==> config.mk <==
export PLATFORM = sky130hd
export DESIGN_NAME = leakage_window_accumulator
export DESIGN_NICKNAME = d
export VERILOG_FILES = /design/src/rtl/leakage_window_accumulator.sv
export SDC_FILE = /design/constraint.sdc
export NUM_CORES = 1
export LEC_CHECK = 0
export CORE_ASPECT_RATIO = 0.75
export CORE_MARGIN = 3
export CORE_UTILIZATION = 50
export DETAILED_ROUTE_END_ITERATION = 12
export PLACE_DENSITY = 0.81
export SKIP_LAST_GASP = 1
export SYNTH_ARGS = -nofsm -noshare
export SYNTH_HDL_FRONTEND = slang
export SYNTH_SLANG_ARGS = --single-unit
==> constraint.sdc <==
create_clock -name clk -period 2.9 [get_ports clk]
set_input_delay 0.58 -clock clk [delete_from_list [all_inputs] [get_ports clk]]
set_output_delay 0.58 -clock clk [all_outputs]
set_load 0.02 [all_outputs]
==> src/rtl/leakage_window_accumulator.sv <==
// Per-window leakage statistics (sum, sum of squares, min, max) over WINDOW accepted
// Hamming samples, presented through a one-entry valid/ready result buffer.
module leakage_window_accumulator #(
    parameter int WINDOW = 256,
    parameter int CNT_W  = 8,
    parameter int WCNT_W = 16
) (
    input  logic              clk,
    input  logic              rst,
    input  logic              run,
    input  logic              sample_valid,
    input  logic [3:0]        hamming_sum,
    output logic              out_valid,
    input  logic              out_ready,
    output logic [CNT_W+3:0]  win_sum,
    output logic [CNT_W+6:0]  win_sumsq,
    output logic [3:0]        win_min,
    output logic [3:0]        win_max,
    output logic [WCNT_W-1:0] win_count,
    output logic              overrun,
    output logic              range_err
);

    localparam logic [0:0]       ST_IDLE  = 1'b0;
    localparam logic [0:0]       ST_ACCUM = 1'b1;
    localparam logic [CNT_W-1:0] LAST_IDX = CNT_W'(WINDOW - 1);

    logic [0:0]        state_q, state_d;
    logic [CNT_W-1:0]  cnt_q, cnt_d;
    logic [CNT_W+3:0]  sum_q, sum_d, sum_add_s;
    logic [CNT_W+6:0]  sumsq_q, sumsq_d, sumsq_add_s;
    logic [3:0]        min_q, min_d, min_upd_s;
    logic [3:0]        max_q, max_d, max_upd_s;
    logic [7:0]        sample_sq_s;
    logic              accept_s, complete_s, load_s;

    logic              out_valid_q, out_valid_d;
    logic [CNT_W+3:0]  win_sum_q, win_sum_d;
    logic [CNT_W+6:0]  win_sumsq_q, win_sumsq_d;
    logic [3:0]        win_min_q, win_min_d;
    logic [3:0]        win_max_q, win_max_d;
    logic [WCNT_W-1:0] win_count_q, win_count_d;
    logic              overrun_q, overrun_d;
    logic              range_err_q, range_err_d;

    // Sample qualification and the running statistics including the current sample
    always_comb begin
        accept_s    = run && sample_valid && (hamming_sum <= 4'd8);
        sample_sq_s = {4'd0, hamming_sum} * {4'd0, hamming_sum};
        sum_add_s   = sum_q + {{CNT_W{1'b0}}, hamming_sum};
        sumsq_add_s = sumsq_q + {{(CNT_W-1){1'b0}}, sample_sq_s};
        min_upd_s   = (hamming_sum < min_q) ? hamming_sum : min_q;
        max_upd_s   = (hamming_sum > max_q) ? hamming_sum : max_q;
        // In IDLE the counter is zero and WINDOW >= 2, so completion only happens in ACCUM
        complete_s  = accept_s && (state_q == ST_ACCUM) && (cnt_q == LAST_IDX);
        load_s      = complete_s && (!out_valid_q || out_ready);
    end

    // Window state machine and accumulators
    always_comb begin
        state_d = state_q;
        cnt_d   = cnt_q;
        sum_d   = sum_q;
        sumsq_d = sumsq_q;
        min_d   = min_q;
        max_d   = max_q;
        if (!run || complete_s) begin
            state_d = run ? ST_ACCUM : ST_IDLE;
            cnt_d   = {CNT_W{1'b0}};
            sum_d   = {(CNT_W+4){1'b0}};
            sumsq_d = {(CNT_W+7){1'b0}};
            min_d   = 4'd15;
            max_d   = 4'd0;
        end else if (accept_s) begin
            state_d = ST_ACCUM;
            cnt_d   = cnt_q + CNT_W'(1);
            sum_d   = sum_add_s;
            sumsq_d = sumsq_add_s;
            min_d   = min_upd_s;
            max_d   = max_upd_s;
        end else begin
            state_d = state_q;
        end
    end

    // Result buffer, window counter and sticky error flags
    always_comb begin
        win_sum_d   = win_sum_q;
        win_sumsq_d = win_sumsq_q;
        win_min_d   = win_min_q;
        win_max_d   = win_max_q;
        if (load_s) begin
            out_valid_d = 1'b1;
            win_sum_d   = sum_add_s;
            win_sumsq_d = sumsq_add_s;
            win_min_d   = min_upd_s;
            win_max_d   = max_upd_s;
        end else if (out_valid_q && out_ready) begin
            out_valid_d = 1'b0;
        end else begin
            out_valid_d = out_valid_q;
        end
        win_count_d = complete_s ? (win_count_q + WCNT_W'(1)) : win_count_q;
        overrun_d   = overrun_q || (complete_s && out_valid_q && !out_ready);
        range_err_d = range_err_q || (run && sample_valid && (hamming_sum > 4'd8));
    end

    // State registers
    always_ff @(posedge clk or posedge rst) begin
        if (rst) begin
            state_q     <= ST_IDLE;
            cnt_q       <= {CNT_W{1'b0}};
            sum_q       <= {(CNT_W+4){1'b0}};
            sumsq_q     <= {(CNT_W+7){1'b0}};
            min_q       <= 4'd15;
            max_q       <= 4'd0;
            out_valid_q <= 1'b0;
            win_sum_q   <= {(CNT_W+4){1'b0}};
            win_sumsq_q <= {(CNT_W+7){1'b0}};
            win_min_q   <= 4'd0;
            win_max_q   <= 4'd0;
            win_count_q <= {WCNT_W{1'b0}};
            overrun_q   <= 1'b0;
            range_err_q <= 1'b0;
        end else begin
            state_q     <= state_d;
            cnt_q       <= cnt_d;
            sum_q       <= sum_d;
            sumsq_q     <= sumsq_d;
            min_q       <= min_d;
            max_q       <= max_d;
            out_valid_q <= out_valid_d;
            win_sum_q   <= win_sum_d;
            win_sumsq_q <= win_sumsq_d;
            win_min_q   <= win_min_d;
            win_max_q   <= win_max_d;
            win_count_q <= win_count_d;
            overrun_q   <= overrun_d;
            range_err_q <= range_err_d;
        end
    end

    assign out_valid = out_valid_q;
    assign win_sum   = win_sum_q;
    assign win_sumsq = win_sumsq_q;
    assign win_min   = win_min_q;
    assign win_max   = win_max_q;
    assign win_count = win_count_q;
    assign overrun   = overrun_q;
    assign range_err = range_err_q;

endmodule

Word-level counts from Yosys, hierarchy flattened
Cells that the tools add are included.

Eq/ne operators: 1. $add $sub $neg: 4. Multiply operators: 1. Reductions and logical operators: 18. Mux-type cells: 17. Magnitude comparators: 4.

Operators with widths (count): 15-bit 2-to-1 mux (2); 12-bit 2-to-1 mux (2); 4-bit 2-to-1 mux (6); 16-bit by 1-bit adder with 16-bit output, second input constant (1); 8-bit 2-to-1 mux (2); 15-bit by 8-bit adder with 15-bit output (1); 12-bit by 4-bit adder with 12-bit output (1); 1-bit logical AND (9); 8-bit by 1-bit adder with 8-bit output, second input constant (1); 8-bit equality test, second input constant (1); 4-bit by 4-bit multiplier with 8-bit output (1); 1-bit 2-to-1 mux (5); 4-bit > comparator (1); 4-bit > comparator, second input constant (1); 4-bit <= comparator, second input constant (1); 1-bit logical OR (4); 4-bit < comparator (1); 2-bit nonzero test (2); 1-bit logical NOT (3).

Input bits: 9. Register bits after elaboration: 98. Output and inout bits: 54. Word-level logic and storage cells: 59.

Logic depth before layout (Yosys ltp)
Depth in word-level cells: 7. Gate-level depth with buffers: 11. Gate-level depth less buffers: 10.

Least setup slack after synthesis
OpenSTA, ideal clock, no wires.

Path type: input to register. Start: input port hamming_sum[0]. End: register sumsq_q[12]. Arrival time: 2.873 ns. Setup slack: -0.055 ns. Required time: 2.818 ns. Setup time: 0.082 ns. Buffers on the path: 1. Cell stages on the path: 10. Cell sequence: clkbuf_1 > nand3_1 > fa_1 > inv_1 > ha_1 > or3_1 > o22ai_1 > o21ai_0 > nand2b_1 > a31oi_1.

Word-level cells in the longest chain between the ends: 6. Elaborated cells between the ends (all ways): 10.

Ends and longest elaborated chain: start: declaration (line 12) `input logic [3:0] hamming_sum,`; parallel branches: the longest is 6 deep, another holds 15-bit by 8-bit adder with 15-bit output; end signal: assignment (line 114) `sumsq_q <= {(CNT_W+7){1'b0}};`; end signal: assignment (line 129) `sumsq_q <= sumsq_d;`; end: declaration (line 31) `logic [CNT_W+6:0] sumsq_q, sumsq_d, sumsq_add_s;`.

Several ways; the timed one is not identified. The select of a mux whose other input is x is not followed. A chain may end at the register's enable or synchronous reset.

Final worst setup path
Start: input port hamming_sum[2]. End: register sumsq_q[8].

Same word-level chain as after synthesis.

==> metrics.txt <==
outcome finished, final reports clean; crit-path cells dlygate4sd2_1 -> nand3_1 -> fa_1 -> inv_1 -> ha_1 -> or3_1 -> o22ai_4 -> o21bai_1 -> xnor2_1 -> o21ai_1; mux contribution to synthesized area 2.94%; overall track demand over capacity in global routing 21.5%; number of sinks on the clock net between 90 and 100; Area growth syn-to-layout 29.4%; share of synthesized area occupied by flip-flops and latches between 40% and 50%; count of endpoints failing hold in the final timing report 0; commonest cells after routing, fill and taps aside dfrtp_1 (94), nand2_1 (70), clkdlybuf4s50_1 (58); count of warnings emitted by yosys 0; Cell Count, Final, Fillers Out between 700 and 800; Worst Slack Setup Final approximately 150 ps; reported max-cap violation count 0; largest vdd supply drop 0.412 mV; worst reg-to-reg setup slack about 430 ps; crit end category register; count of pins over their slew limit 0; largest area contributor in the netlist dfrtp_1; area of all sequential standard cells around 2500 µm²; kind of start point of the critical path input pin; Crit path required time between 3000 and 4000 ps; Synth Area in Compound Gates 15.3%; number of enable-type register cells in the synthesized netlist 0; max-slew headroom at the worst pin between 60% and 70%; power density over the cells between 400 and 500 nW/µm²; Reg-to-Reg End sumsq_q[8]; Die Footprint ~11,000 µm²; last weighted congestion value of the routability-driven placer between 0.9 and 1; HPWL after detailed placement between 8000 and 9000 µm; DRC violation count after routing 0; vias in the first global route ~3,900; flop and latch count out of synthesis 98; Area contributors post-synth dfrtp_1 (47%), ha_1 (6.2%), nand2_1 (5.2%), o21ai_0 (5.2%), xnor2_1 (4.7%); total standard cell area after synthesis between 5000 and 6000 µm²; fillers 718; share of post-route cells with drive strength above 1 between 10% and 20%; post-route antenna net violation count 0; CTS Buf Count 9; initial standard-cell utilization of the core about half; clock buffer depth 2; fin crit share around 95%; Core Region between 9000 and 10,000 µm²; type of the worst min-delay path register to register; leading cell type in the layout, fill and taps excluded dfrtp_1; startpoint-to-endpoint class of the critical path input pin to register; Simple-Gate Fraction of Synth Area around 14%; final clock skew slightly above 7 ps; number of instances in the synthesized netlist between 400 and 500; leakage power total approximately 3 nW; root cell of the clock tree clkbuf_16; Hold Path Stages 1; area share of xor/xnor cells in the synthesized design approximately 7.5%; nets in the synthesized netlist around 540; maximum operating frequency between 300 and 400 MHz; clock period minus final worst setup slack 2750 ps; insertion delay to the later sink of the worst-skew pair ~340 ps; port bufs 62; x dimension of the die 122 µm; cell with the largest stage delay on the worst path fa_1; largest family of logic cells by synthesized area compound AO/OA/AOI/OAI gates; worst slack at placement -506 ps; worst reg-to-reg path cell count 9; Vert. Die Dim slightly above 90 µm; buffers plus inverters on the worst setup path 2; Arr. time, crit path 2960 ps; net count of the finished layout about 640; final wirelength between 10,000 and 15,000 µm; launching point of the worst reg2reg path sumsq_q[4]; family with the most delay on the worst path adder cells; Critical Path Fanout Max 6; global-route wire length before repair 19,400 µm; Netlist cell types 45; antenna violations before repair 1; unrepaired setup endpoints after global routing false; number of I/O pins 63; total instance count after detailed placement 719; vias after detailed routing about 4,000; predominant post-synthesis flop cell dfrtp_1; start point of the worst hold path win_count[15]; Pre-antenna DRT Iters 5; Clock transition at path regs roughly 60 ps; Overflow after GRT 0; hold-fix buffer count after cts 0; maximum cell stage delay along the critical path 520 ps; post-synthesis adder-cell area fraction between 7 and 8%; capture endpoint of the worst hold path win_count[15]; pin count of the biggest net entering global routing 99; Worst Tran Pin Value 547 ps; initial DRC count around 170; number of placement rows 31; average cell area after synthesis 10.1 µm²; number of H-tree levels 3; detailed-route wire length per cell 15.3 µm; clock tree from TritonCTS done; ratio of routed vias to standard cells around 5.5; async set-reset flop share out of synthesis 100%; number of failing setup endpoints in the final timing report 0; area fraction of the dominant cell type after synthesis a little under half; area of the multi-input gates between 2000 and 2500 µm²
==> cells by family (layout without fill, tap and decap cells) <==
kind of cell | Yosys count | in the layout
DFF | 98 | 98
AOI/OAI and AO/OA | 127 | 127
buffers and inverters | 43 | 148
other | 0 | 1
xor gates and xnor gates | 43 | 43
and+or+nand+nor | 144 | 144
muxes | 14 | 14
adders and majority gates | 29 | 29
==> per-layer routing <==
metal	wire length, µm	GRT usage (%)	share of wire [%]
met1	5260	29.3	47
met2	5350	34.8	47
met3	563	5.19	5.0
met4	116	5.04	1.0
met5	0	0	0
==> registers in the layout (all words and copies together), names as in the netlist, 8 cells and up <==
name	count
cnt_q	8
sum_q	12
sumsq_q	15
win_count	16
win_sum	12
win_sumsq	15
==> cell usage after synthesis (6+ instances only) <==
| cell | number |
|---|---|
| clkbuf_1 | 15 |
| inv_1 | 24 |
| nand2b_1 | 6 |
| ha_1 | 25 |
| a21oi_1 | 25 |
| a21o_1 | 6 |
| o21ai_0 | 52 |
| a22o_1 | 10 |
| dfrtp_1 | 94 |
| xor2_1 | 16 |
| nand4_1 | 10 |
| nor2_1 | 15 |
| mux2_2 | 6 |
| nand3_1 | 12 |
| and3_1 | 9 |
| xnor2_1 | 27 |
| mux2i_1 | 8 |
| nand2_1 | 70 |
==> worst reg2reg max path, cell delays in order (launching register included) <==
cell	delay, ps
dfrtp_1	320
inv_1	80
fa_1	530
inv_1	40
ha_1	250
or3_1	430
o22ai_4	240
o21bai_1	130
xnor2_1	200
o21ai_1	110
==> how the worst max path moves through the flow <==
| stage | to | startpoint | cells past startpoint |
|---|---|---|---|
| final | sumsq_q[8] | hamming_sum[2] | 10 |
| after global routing | sumsq_q[12] | hamming_sum[1] | 11 |
| after CTS | sumsq_q[6] | hamming_sum[2] | 10 |
| after detailed placement | sumsq_q[12] | hamming_sum[2] | 10 |
| after global placement | sumsq_q[12] | hamming_sum[2] | 10 |
| after floorplan | win_sumsq[9] | hamming_sum[0] | 10 |
==> where the power goes <==
part           internal [mW]  switching (mW)  total [mW]
combinational          0.195           0.249       0.444
clock                  0.860           0.499        1.36
sequential              1.41          0.0246        1.43
total                   2.46           0.772        3.23
==> what timing repair did <==
action | in CTS | in global routing
setup endpoints to repair | 14 | 2
endpoints found under the hold margin | 0 | 0
pin swaps | 3 | 0
buffers inserted | 1 | 0
resized for setup | 10 | 1
==> final cells by class <==
type                            instances  area share (%)
Antenna cell                            1          0.0385
Clock inverter                          5            1.58
Multi-Input combinational cell        357            37.4
Tap cell                              132            2.54
Inverter                               24            1.45
Timing Repair Buffer                  109            15.5
Sequential cell                        98            37.8
Clock buffer                           10            3.68
==> through the flow <==
| stage | instance area [µm²] | TNS (ps) | utilization (%) | hold WS [ps] | power (mW) |
|---|---|---|---|---|---|
| floorplan | 5030 | 0 | - | 449 | 1.71 |
| global placement | 6120 | -5300 | 62.9 | 454 | 1.87 |
| detailed placement | 6120 | -8180 | 62.9 | 459 | 1.89 |
| CTS | 6490 | 0 | 66.6 | 476 | 3.26 |
| global route | 6490 | 0 | 66.7 | 500 | 3.37 |
| finish | 6490 | 0 | 66.7 | 468 | 3.23 |
No activity file was read; power rests on OpenSTA's default activity.
